===== config.mk =====
export PLATFORM = sky130hd
export DESIGN_NAME = switch4_sched
export DESIGN_NICKNAME = d
export VERILOG_FILES = /design/src/rtl/switch4_sched.sv
export SDC_FILE = /design/constraint.sdc
export NUM_CORES = 1
export LEC_CHECK = 0
export BUFFER_PORTS_ARGS = -buffer_cell sky130_fd_sc_hd__buf_2
export CELL_PAD_IN_SITES_DETAIL_PLACEMENT = 0
export CELL_PAD_IN_SITES_GLOBAL_PLACEMENT = 2
export CORE_ASPECT_RATIO = 1.25
export CORE_MARGIN = 3
export CORE_UTILIZATION = 35
export CTS_CLUSTER_SIZE = 25
export DETAILED_ROUTE_END_ITERATION = 8
export GPL_TIMING_DRIVEN = 0
export PLACE_DENSITY_LB_ADDON = 0.08
export SLEW_MARGIN = 25
export SYNTH_ARGS = -nofsm -noshare
export SYNTH_HDL_FRONTEND = slang
export SYNTH_SLANG_ARGS = --single-unit

===== constraint.sdc =====
create_clock -name clk -period 8.7 [get_ports clk]
set_input_delay 2.175 -clock clk [delete_from_list [all_inputs] [get_ports clk]]
set_output_delay 2.175 -clock clk [all_outputs]
set_load 0.1 [all_outputs]

===== src/rtl/switch4_sched.sv =====
// Four-lane scheduler for a two-stage XOR-permutation network.
// Each round picks the network configuration serving the most requesters, with an age-based starvation override.

module switch4_sched_lane #(
  parameter int LANE       = 0,
  parameter int STARVE_LIM = 7,
  parameter int AGE_W      = 3
) (
  input  logic             clk,
  input  logic             rst_n,
  input  logic             req,
  input  logic [1:0]       dst,
  input  logic             age_upd,
  input  logic             granted,
  output logic [3:0]       svc,
  output logic             starved,
  output logic [AGE_W-1:0] age
);
  localparam logic [1:0]       ID  = 2'(LANE);
  localparam logic [AGE_W-1:0] LIM = AGE_W'(STARVE_LIM);

  // svc[k]: this lane is requesting and is routed correctly by configuration k
  always_comb begin
    svc = '0;
    for (int k = 0; k < 4; k++)
      svc[k] = req && (dst == (ID ^ 2'(k)));
  end

  assign starved = req && (age == LIM);

  always_ff @(posedge clk or negedge rst_n) begin
    if (!rst_n)          age <= '0;
    else if (!req)       age <= '0;
    else if (age_upd) begin
      if (granted)       age <= '0;
      else if (age < LIM) age <= age + 1'b1;
    end
  end
endmodule

module switch4_sched #(
  parameter int STARVE_LIM = 7,
  parameter int AGE_W      = 3
) (
  input  logic       clk,
  input  logic       rst_n,
  input  logic [3:0] req,
  input  logic [1:0] dst0,
  input  logic [1:0] dst1,
  input  logic [1:0] dst2,
  input  logic [1:0] dst3,
  output logic       sel0,
  output logic       sel1,
  output logic [3:0] gnt,
  output logic       busy
);
  typedef enum logic [1:0] {IDLE, SETUP, XFER} state_t;

  state_t                 state, state_n;
  logic [1:0]             sel, rr_ptr, best_k, force_k, chosen, kk;
  logic [3:0]             mask, mask_n, starved;
  logic [3:0][1:0]        dst;
  logic [3:0][3:0]        svc;
  logic [3:0][2:0]        cnt;
  logic [2:0]             best_cnt;
  logic [3:0][AGE_W-1:0]  age;
  logic                   decide, any_starved;

  assign dst    = {dst3, dst2, dst1, dst0};
  assign decide = (state == IDLE) && (req != 4'b0);
  assign busy   = (state != IDLE);
  assign sel0   = sel[1];
  assign sel1   = sel[0];

  for (genvar i = 0; i < 4; i++) begin : g_lane
    switch4_sched_lane #(.LANE(i), .STARVE_LIM(STARVE_LIM), .AGE_W(AGE_W)) u_lane (
      .clk     (clk),
      .rst_n   (rst_n),
      .req     (req[i]),
      .dst     (dst[i]),
      .age_upd (state == XFER),
      .granted (gnt[i]),
      .svc     (svc[i]),
      .starved (starved[i]),
      .age     (age[i])
    );
  end

  always_comb begin
    cnt = '0;
    for (int k = 0; k < 4; k++)
      for (int i = 0; i < 4; i++)
        cnt[k] = cnt[k] + 3'(svc[i][k]);
  end

  // Strict '>' keeps the first maximum found when scanning up from rr_ptr
  always_comb begin
    best_k   = rr_ptr;
    best_cnt = cnt[rr_ptr];
    kk       = rr_ptr;
    for (int off = 1; off < 4; off++) begin
      kk = rr_ptr + 2'(off);
      if (cnt[kk] > best_cnt) begin
        best_k   = kk;
        best_cnt = cnt[kk];
      end
    end
  end

  // Downward scan so the lowest starved lane wins
  always_comb begin
    force_k = '0;
    for (int i = 3; i >= 0; i--)
      if (starved[i]) force_k = 2'(i) ^ dst[i];
  end

  assign any_starved = |starved;
  assign chosen      = any_starved ? force_k : best_k;

  always_comb begin
    mask_n = '0;
    for (int i = 0; i < 4; i++)
      mask_n[i] = svc[i][chosen];
  end

  always_ff @(posedge clk or negedge rst_n) begin
    if (!rst_n) state <= IDLE;
    else        state <= state_n;
  end

  always_comb begin
    state_n = state;
    case (state)
      IDLE:    if (decide) state_n = (chosen == sel) ? XFER : SETUP;
      SETUP:   state_n = XFER;
      XFER:    state_n = IDLE;
      default: state_n = IDLE;
    endcase
  end

  // gnt is loaded on the edge entering XFER so it is high for exactly that cycle
  always_ff @(posedge clk or negedge rst_n) begin
    if (!rst_n) begin
      sel    <= '0;
      rr_ptr <= '0;
      mask   <= '0;
      gnt    <= '0;
    end else begin
      gnt <= '0;
      if (decide) begin
        mask   <= mask_n;
        rr_ptr <= chosen + 2'd1;
        if (chosen != sel) sel <= chosen;
        else               gnt <= mask_n;
      end
      if (state == SETUP) gnt <= mask;
    end
  end
endmodule


==> results of run 1 <==
## registers in the layout (all words and copies together) (netlist names)
register           flops
g_lane.u_lane.age     12
gnt                    4
mask                   4
rr_ptr                 2
sel                    2
state                  2
## repair_timing
| action | in CTS | in global routing |
|---|---|---|
| pin swaps | 12 | 28 |
| gates resized for setup | 26 | 53 |
| endpoints found under the setup margin | 12 | 12 |
| buffers inserted | 11 | 6 |
## area by class of cell
cell class | count | share of cell area [%]
multi-input combinational | 256 | 64.0
sequential | 26 | 19.1
timing repair buffer | 35 | 8.16
tap | 90 | 3.31
buffer | 14 | 2.54
clock buffer | 3 | 1.21
clock inverter | 1 | 0.882
inverter | 7 | 0.772
## metrics by stage
step	util, %	hold WS (ns)	area, µm²	cells	TNS [ns]
global placement	40.8	0.455	2920	416	-10.20
detailed placement	40.8	0.471	2920	416	-9.60
global route	47.6	0.530	3400	432	-0.0260
finish	47.6	0.491	3400	432	0
floorplan	-	0.448	2710	306	0
CTS	44.5	0.494	3180	428	-0.0211
## worst register-to-register path: cells and delay by family (launching register included)
kind,cells,cell delay [ns]
buffers and inverters,5,1.46
XOR/XNOR,1,0.13
flip-flops,1,0.35
AO/OA/AOI/OAI,10,2.30
AND/OR/NAND/NOR,6,0.97
adder cells (fa/ha/maj),4,1.17
multiplexers,2,0.59
## metal layers
layer / GRT usage (%) / up-vias
li1: - / 1175
met1: 20.7 / 1128
met2: 33.9 / 41
met3: 1.35 / 13
met4: 6.68 / 0
met5: 0 / -
## worst min-delay path by stage
stage | end | slack, ns | depth (start not counted)
6_report | gnt[0]$_DFF_PN0_ | 0.49 | 2
5_1_grt | gnt[2]$_DFF_PN0_ | 0.53 | 2
4_1_cts | gnt[2]$_DFF_PN0_ | 0.49 | 2
3_5_place_dp | gnt[2]$_DFF_PN0_ | 0.47 | 2
3_3_place_gp | gnt[0]$_DFF_PN0_ | 0.45 | 2
2_1_floorplan | gnt[0]$_DFF_PN0_ | 0.45 | 2
## cells in the final DEF (no fill, tap or decap), drive strengths merged, types with 2 or more instances in the layout
master	count
a21oi	16
nor3b	4
nand2b	4
nand3b	3
fa	4
nand4b	12
o41ai	5
maj3	2
dfrtp	26
xor2	3
and2	2
a21boi	9
ha	24
xnor2	4
a211oi	3
nor2b	9
and3b	4
nand3	9
a31oi	3
mux2i	16
and3	6
inv	7
or2	2
mux2	6
clkbuf	10
o21ai	14
nand2	50
buf	42
nor3	7
nor2	18
## logic make-up (layout without fill, tap and decap cells)
group	after synthesis	after routing	synth area share, %
AND/OR/NAND/NOR	137	137	27.7
flip-flops	26	26	24.5
multiplexers	22	22	8.71
buffers and inverters	24	60	4.24
XOR/XNOR	7	7	2.87
adder cells (fa/ha/maj)	30	30	15.1
AO/OA/AOI/OAI	60	60	16.9
==> impl_metrics.env, run 1 <==
export IMPL_synth_cell_types=54
export IMPL_min_from="mask[0]$_DFFE_PN0P_"
export IMPL_io_buffers=20
export IMPL_slew_viol_final=0
export IMPL_startpoint="dst3[1]"
export IMPL_skew_ns=0.00443
export IMPL_wl_per_cell_um=17.2
export IMPL_first_pass_iters=4
export IMPL_period_share_pct=97.5
export IMPL_finalSetupViolations=0
export IMPL_worstPathArrival_ns=8.65
export IMPL_io_pins=21
export IMPL_overflow=0
export IMPL_slowest_delay_ns=0.58
export IMPL_worstSetupPathType="primary input to flip-flop"
export IMPL_finalCriticalPeriod_ns=8.48
export IMPL_ys_top_cells_by_area="dfrtp_1 24%, ha_1 11%, nand2_1 6.9%"
export IMPL_status="complete, no violations"
export IMPL_crit_fanout=9
export IMPL_drtAntennaViolNets=0
export IMPL_pre_cts_ws_ns=-0.973
export IMPL_dieWidth_um=83.9
export IMPL_n_antenna_cell=0
export IMPL_relSlewSlack_pct=52.1
export IMPL_endpoint_kind="flip-flop"
export IMPL_route_vias_total=2357
export IMPL_die_area_um2=8680
export IMPL_h_tree_depth=1
export IMPL_dp_hpwl_mm=5.58
export IMPL_worstMarginPinSlew_ns=0.718
export IMPL_clkLatencyLatePin_ns=0.28
export IMPL_drt_met1_wl_mm=3.12
export IMPL_wl_met3_um=211
export IMPL_start_util_pct=37.2
export IMPL_r2r_end="gnt[3]$_DFF_PN0_"
export IMPL_crit_top_cell="ha_4"
export IMPL_grt_pass1_vias=2461
export IMPL_highest_layer="met4"
export IMPL_ys_top_cells_by_count="49 x nand2_1, 26 x dfrtp_1, 24 x ha_1"
export IMPL_ys_seq_elements=26
export IMPL_cp_top_family="compound AO/OA/AOI/OAI gates"
export IMPL_syn2layout_area_growth_pct=28.1
export IMPL_r2r_slack_ns=1.64
export IMPL_synthesis_nets=348
export IMPL_r2r_start="rr_ptr[1]$_DFFE_PN0P_"
export IMPL_start_kind="primary input"
export IMPL_cts_root_buf="clkbuf_8"
export IMPL_hp_class="flip-flop to flip-flop"
export IMPL_first_iter_violations=117
export IMPL_gp_congestion=0.830
export IMPL_cpMaxStageDelayCell="fa_1"
export IMPL_r2r_cells=28
export IMPL_ctsHoldBuffers=0
export IMPL_syn_cell_area_um2=2660
export IMPL_crit_required_ns=8.87
export IMPL_yosysTopAreaCell="dfrtp_1"
export IMPL_grt_pass1_wl_mm=12.4
export IMPL_finalHoldViolCount=0
export IMPL_path_clk_slew_ns=0.10
export IMPL_grt_max_degree=27
export IMPL_ys_flop_type="dfrtp_1"
export IMPL_crit_end="gnt[3]$_DFF_PN0_"
export IMPL_via_per_inst=5.46
export IMPL_ys_warn_count=0
export IMPL_wl_met2_mm=3.86
export IMPL_fillers=727
export IMPL_clock_path_buffers=2
export IMPL_synthArstFlopShare_pct=100
export IMPL_multi_input_area_um2=2180
export IMPL_finalWirelength_mm=7.41
export IMPL_tritoncts="built"
export IMPL_nNetsFinal=385
export IMPL_max_freq_ghz=0.118
export IMPL_antenna_found_initial=0
export IMPL_yosysMostFrequentCell="nand2_1"
export IMPL_final_setup_worst_slack_ns=0.217
export IMPL_clock_sinks=26
export IMPL_synth_seq_area_share_pct=24.5
export IMPL_path_depth=31
export IMPL_die_h_um=103
export IMPL_avgSynthCellArea_um2=8.68
export IMPL_grtUsageTotal_pct=17.7
export IMPL_regArea_um2=651
export IMPL_rows=34
export IMPL_cts_made_buffers=3
export IMPL_drc=0
export IMPL_core_area_um2=7150
export IMPL_synth_top_area_share_pct=24.5
export IMPL_drv_cap=0
export IMPL_synth_edff_count=0
export IMPL_drive_above_1_share_pct=31.3
export IMPL_crit_buf_inv=3
export IMPL_synthCells=306
Power of run 1 is not shown: default switching activity piles up to over one toggle a cycle in this logic, so the estimate is an artifact.
==> run 2, diff against run 1 <==
--- a/config.mk
+++ b/config.mk
@@ -8,9 +8,9 @@
 export BUFFER_PORTS_ARGS = -buffer_cell sky130_fd_sc_hd__buf_2
 export CELL_PAD_IN_SITES_DETAIL_PLACEMENT = 0
 export CELL_PAD_IN_SITES_GLOBAL_PLACEMENT = 2
-export CORE_ASPECT_RATIO = 1.25
+export CORE_ASPECT_RATIO = 0.8
 export CORE_MARGIN = 3
-export CORE_UTILIZATION = 35
+export CORE_UTILIZATION = 38
 export CTS_CLUSTER_SIZE = 25
 export DETAILED_ROUTE_END_ITERATION = 8
 export GPL_TIMING_DRIVEN = 0
==> impl_metrics.env, run 2 (synthesized netlist as in run 1, its figures left out) <==
export IMPL_r2r_cells=29
export IMPL_antenna_found_initial=0
export IMPL_finalCriticalPeriod_ns=8.51
export IMPL_grtUsageTotal_pct=19.3
export IMPL_layout_common_cells="46 x nand2_1, 26 x dfrtp_1, 25 x buf_4, 15 x ha_1, 14 x a21oi_1"
export IMPL_dp_hpwl_mm=5.44
export IMPL_startpoint="dst0[1]"
export IMPL_clock_sinks=26
export IMPL_hp_class="flip-flop to flip-flop"
export IMPL_rows=26
export IMPL_ctsHoldBuffers=0
export IMPL_start_util_pct=40.4
export IMPL_status="complete, no violations"
export IMPL_crit_fanout=7
export IMPL_r2r_slack_ns=1.53
export IMPL_endpoint_kind="flip-flop"
export IMPL_worstSetupPathType="primary input to flip-flop"
export IMPL_fin_area_um2=3470
export IMPL_cpMaxStageDelayCell="fa_1"
export IMPL_path_depth=31
export IMPL_drc=0
export IMPL_start_kind="primary input"
export IMPL_gp_congestion=0.820
export IMPL_syn2layout_area_growth_pct=30.4
export IMPL_drtAntennaViolNets=0
export IMPL_crit_buf_inv=4
export IMPL_grt_pass1_vias=2226
export IMPL_slew_viol_final=0
export IMPL_clkLatencyLatePin_ns=0.27
export IMPL_period_share_pct=97.9
export IMPL_n_antenna_cell=0
export IMPL_cp_top_family="compound AO/OA/AOI/OAI gates"
export IMPL_worstMarginPinSlew_ns=0.864
export IMPL_clock_path_buffers=2
export IMPL_path_clk_slew_ns=0.09
export IMPL_core_area_um2=6570
export IMPL_dieWidth_um=99.5
export IMPL_die_h_um=80.8
export IMPL_largest_register_ffs=12
export IMPL_first_pass_iters=4
export IMPL_wl_per_cell_um=17.4
export IMPL_grt_pass1_wl_mm=12.2
export IMPL_grt_max_degree=27
export IMPL_crit_end="gnt[2]$_DFF_PN0_"
export IMPL_finalSetupViolations=0
export IMPL_crit_required_ns=8.85
export IMPL_skew_ns=0.00247
export IMPL_first_iter_violations=106
export IMPL_placed_cell_area_um2=2910
export IMPL_top_register="g_lane.u_lane.age"
export IMPL_io_pins=21
export IMPL_overflow=0
export IMPL_crit_top_cell="ha_4"
export IMPL_drv_cap=0
export IMPL_final_setup_worst_slack_ns=0.185
export IMPL_pre_cts_ws_ns=-1.10
export IMPL_final_common_cell="nand2_1"
export IMPL_worstPathArrival_ns=8.66
export IMPL_relSlewSlack_pct=42.4
export IMPL_finalWirelength_mm=7.48
export IMPL_max_freq_ghz=0.117
export IMPL_slowest_delay_ns=0.54
export IMPL_min_from="mask[1]$_DFFE_PN0P_"
export IMPL_nNetsFinal=390
export IMPL_route_vias_total=2381
export IMPL_tritoncts="built"
export IMPL_r2r_start="rr_ptr[1]$_DFFE_PN0P_"
export IMPL_drive_above_1_share_pct=31.5
export IMPL_via_per_inst=5.54
export IMPL_r2r_end="gnt[2]$_DFF_PN0_"
export IMPL_finalHoldViolCount=0
export IMPL_cts_root_buf="clkbuf_8"
export IMPL_die_area_um2=8040
export IMPL_io_buffers=20
export IMPL_h_tree_depth=1
export IMPL_top_regs="g_lane.u_lane.age (12), gnt (4), mask (4)"
export IMPL_cts_made_buffers=3
[run 2: how the worst min path moves through the flow]
stage | to | cells past startpoint
floorplan | gnt[0]$_DFF_PN0_ | 2
global placement | gnt[1]$_DFF_PN0_ | 2
detailed placement | mask[0]$_DFFE_PN0P_ | 2
CTS | mask[0]$_DFFE_PN0P_ | 2
global route | gnt[1]$_DFF_PN0_ | 2
finish | gnt[1]$_DFF_PN0_ | 2
[run 2: what timing repair did]
| item | CTS | global route |
|---|---|---|
| setup endpoints to repair | 12 | 11 |
| setup buffers | 12 | 10 |
| gates resized for setup | 33 | 48 |
| pin swaps | 15 | 27 |
| hold endpoints to repair | 0 | 0 |
[run 2: metrics by stage]
step	TNS (ns)	util, %	hold WS, ns	cells
2_1_floorplan	0	-	0.448	306
3_3_place_gp	-10.62	44.3	0.465	410
3_5_place_dp	-10.94	44.3	0.476	410
4_1_cts	0	49.0	0.496	422
5_1_grt	-0.0176	52.7	0.523	430
6_report	0	52.7	0.495	430
[run 2: cell type report]
class / count / area (µm²)
fillers: 639 / 3110
multi-input cells: 256 / 2220
flip-flops and latches: 26 / 651
repair buffers: 41 / 335
well taps: 84 / 105
plain buffers: 13 / 82.6
clock buffers: 3 / 41.3
inverters: 7 / 26.3
[run 2: per-layer routing]
metal / part of all wire (%) / routed length (µm) / global-route usage [%] / vias up
li1: - / - / - / 1181
met1: 53 / 3960 / 31.0 / 1161
met2: 42 / 3160 / 27.1 / 37
met3: 4.6 / 343 / 4.12 / 2
met4: 0.25 / 19 / 1.64 / 0
met5: 0 / 0 / 0 / -
[run 2: worst reg2reg max path, delay by kind of cell (launching register included)]
kind            cells  cell delay (ns)
simple gates        6             0.95
fa+ha+maj           4             1.07
mux                 3             0.96
flops               1             0.35
compound gates     10             2.03
buf+inv             6             1.68
Power of run 2 is left out for the same reason.
==> run 3, diff against run 2 <==
--- a/config.mk
+++ b/config.mk
@@ -6,6 +6,7 @@
 export NUM_CORES = 1
 export LEC_CHECK = 0
 export BUFFER_PORTS_ARGS = -buffer_cell sky130_fd_sc_hd__buf_2
+export CAP_MARGIN = 30
 export CELL_PAD_IN_SITES_DETAIL_PLACEMENT = 0
 export CELL_PAD_IN_SITES_GLOBAL_PLACEMENT = 2
 export CORE_ASPECT_RATIO = 0.8
@@ -18,4 +19,5 @@
 export SLEW_MARGIN = 25
 export SYNTH_ARGS = -nofsm -noshare
 export SYNTH_HDL_FRONTEND = slang
+export SYNTH_HIERARCHICAL = 1
 export SYNTH_SLANG_ARGS = --single-unit
==> impl_metrics.env, run 3 <==
export IMPL_dp_hpwl_mm=6.51
export IMPL_min_from="state[1]$_DFFE_PN0P_"
export IMPL_max_freq_ghz=0.118
export IMPL_skew_ns=0.00239
export IMPL_yosysMostFrequentCell="nand2_1"
export IMPL_crit_buf_inv=6
export IMPL_tritoncts="built"
export IMPL_ys_top_cells_by_area="dfrtp_1 22%, ha_1 10%, mux2i_1 5.0%"
export IMPL_ys_warn_count=6
export IMPL_r2r_start="rr_ptr[1]$_DFFE_PN0P_"
export IMPL_top_register="g_lane.u_lane/age"
export IMPL_gp_congestion=0.865
export IMPL_finalCriticalPeriod_ns=8.44
export IMPL_synthArstFlopShare_pct=100
export IMPL_cp_top_family="compound AO/OA/AOI/OAI gates"
export IMPL_ys_flop_type="dfrtp_1"
export IMPL_worstSetupPathType="primary input to flip-flop"
export IMPL_start_kind="primary input"
export IMPL_largest_register_ffs=12
export IMPL_crit_top_cell="ha_4"
export IMPL_yosysTopAreaCell="dfrtp_1"
export IMPL_die_h_um=85.3
export IMPL_cts_root_buf="clkbuf_8"
export IMPL_ctsHoldBuffers=0
export IMPL_startpoint="dst3[1]"
export IMPL_ys_top_cells_by_count="37 x nand2_1, 32 x inv_1, 26 x dfrtp_1"
export IMPL_drtAntennaViolNets=0
export IMPL_syn2layout_area_growth_pct=26.7
export IMPL_period_share_pct=97.1
export IMPL_clkLatencyLatePin_ns=0.28
export IMPL_fillers=749
export IMPL_grt_pass1_wl_mm=13.7
export IMPL_hp_class="flip-flop to flip-flop"
export IMPL_top_regs="g_lane.u_lane/age (12), gnt (4), mask (4)"
export IMPL_synth_cell_types=73
export IMPL_clock_sinks=26
export IMPL_core_area_um2=7530
export IMPL_start_util_pct=39.7
export IMPL_rows=28
export IMPL_synth_top_area_share_pct=21.8
export IMPL_finalSetupViolations=0
export IMPL_synth_seq_area_share_pct=21.8
export IMPL_grt_max_degree=27
export IMPL_crit_required_ns=8.86
export IMPL_synth_edff_count=0
export IMPL_endpoint_kind="flip-flop"
export IMPL_io_pins=21
export IMPL_syn_cell_area_um2=2990
export IMPL_antenna_found_initial=0
export IMPL_path_clk_slew_ns=0.10
export IMPL_worstPathArrival_ns=8.60
export IMPL_cts_made_buffers=3
export IMPL_first_iter_violations=139
export IMPL_slowest_delay_ns=0.54
export IMPL_finalWirelength_mm=8.35
export IMPL_first_pass_iters=4
export IMPL_avgSynthCellArea_um2=8.52
export IMPL_route_vias_total=2775
export IMPL_relSlewSlack_pct=53.6
export IMPL_dieWidth_um=105
export IMPL_ys_seq_elements=26
export IMPL_h_tree_depth=1
export IMPL_final_setup_worst_slack_ns=0.256
export IMPL_status="complete, no violations"
export IMPL_grt_pass1_vias=2570
export IMPL_nNetsFinal=429
export IMPL_via_per_inst=5.65
export IMPL_drv_cap=0
export IMPL_slew_viol_final=0
export IMPL_drive_above_1_share_pct=34.2
export IMPL_clock_path_buffers=2
export IMPL_drc=0
export IMPL_wl_per_cell_um=17.0
export IMPL_worstMarginPinSlew_ns=0.696
export IMPL_synthCells=351
export IMPL_layout_common_cells="36 x nand2_1, 27 x inv_1, 26 x dfrtp_1, 17 x nor2_1"
export IMPL_grtUsageTotal_pct=19.0
export IMPL_overflow=0
export IMPL_cpMaxStageDelayCell="fa_1"
export IMPL_n_antenna_cell=0
export IMPL_pre_cts_ws_ns=-1.49
export IMPL_io_buffers=20
export IMPL_crit_fanout=5
export IMPL_die_area_um2=8980
export IMPL_synthesis_nets=393
export IMPL_final_common_cell="nand2_1"
export IMPL_finalHoldViolCount=0
run 3: cell type report:
| cell class | count | area [µm²] | area share [%] |
|---|---|---|---|
| multi-input combinational | 277 | 2500 | 65.9 |
| clock buffer | 3 | 41.3 | 1.09 |
| tap | 105 | 131 | 3.47 |
| buffer | 13 | 73.8 | 1.95 |
| sequential | 26 | 651 | 17.2 |
| timing repair buffer | 34 | 241 | 6.37 |
| clock inverter | 1 | 30.0 | 0.792 |
| inverter | 32 | 123 | 3.24 |
run 3: what timing repair did:
action / CTS / global route
setup buffers: 6 / 6
setup endpoints to repair: 14 / 13
gates resized for setup: 30 / 67
gates cloned: 0 / 1
pin swaps: 10 / 32
run 3: path summary, 6_finish.rpt:
| check | end | slack, ns | cells after the start |
|---|---|---|---|
| max | gnt[2]$_DFF_PN0_ | 0.26 | 32 |
| max reg2reg | gnt[2]$_DFF_PN0_ | 1.48 | 27 |
| min reg2reg | state[1]$_DFFE_PN0P_ | 0.47 | 1 |
| min in group asynchronous | g_lane[0].u_lane/age[2]$_DFFE_PN0P_ | 1.89 | 1 |
| min | state[1]$_DFFE_PN0P_ | 0.47 | 1 |
| max in group asynchronous | rr_ptr[1]$_DFFE_PN0P_ | 6.41 | 1 |
run 3: kinds of logic after synthesis:
family	Yosys count	share of synthesized area, %
buffers and inverters	48	6.69
adders and majority gates	28	12.7
muxes	21	7.28
and+or+nand+nor	136	28.1
AOI/OAI and AO/OA	90	22.2
DFF	26	21.8
xor gates and xnor gates	2	1.21
run 3: stage by stage:
step	hold slack, ns	setup TNS (ns)	util (%)	cells	cell area [µm²]
after floorplan	0.432	0	-	351	2990
after global placement	0.460	-16.43	42.8	476	3220
after detailed placement	0.462	-15.90	43.0	477	3240
after CTS	0.476	0	46.2	486	3480
after global routing	0.515	-0.0131	50.3	491	3790
final	0.471	0	50.3	491	3790
run 3: metal layers:
layer  wire length, µm  track usage [%]  part of all wire [%]  vias up
met1              4650             30.5                    56     1344
li1                  -                -                     -     1369
met2              3390             27.5                    41       58
met4                26             2.15                  0.31        0
met3               280             2.21                   3.4        4
met5                 0                0                     0        -
Power of run 3 is left out for the same reason.
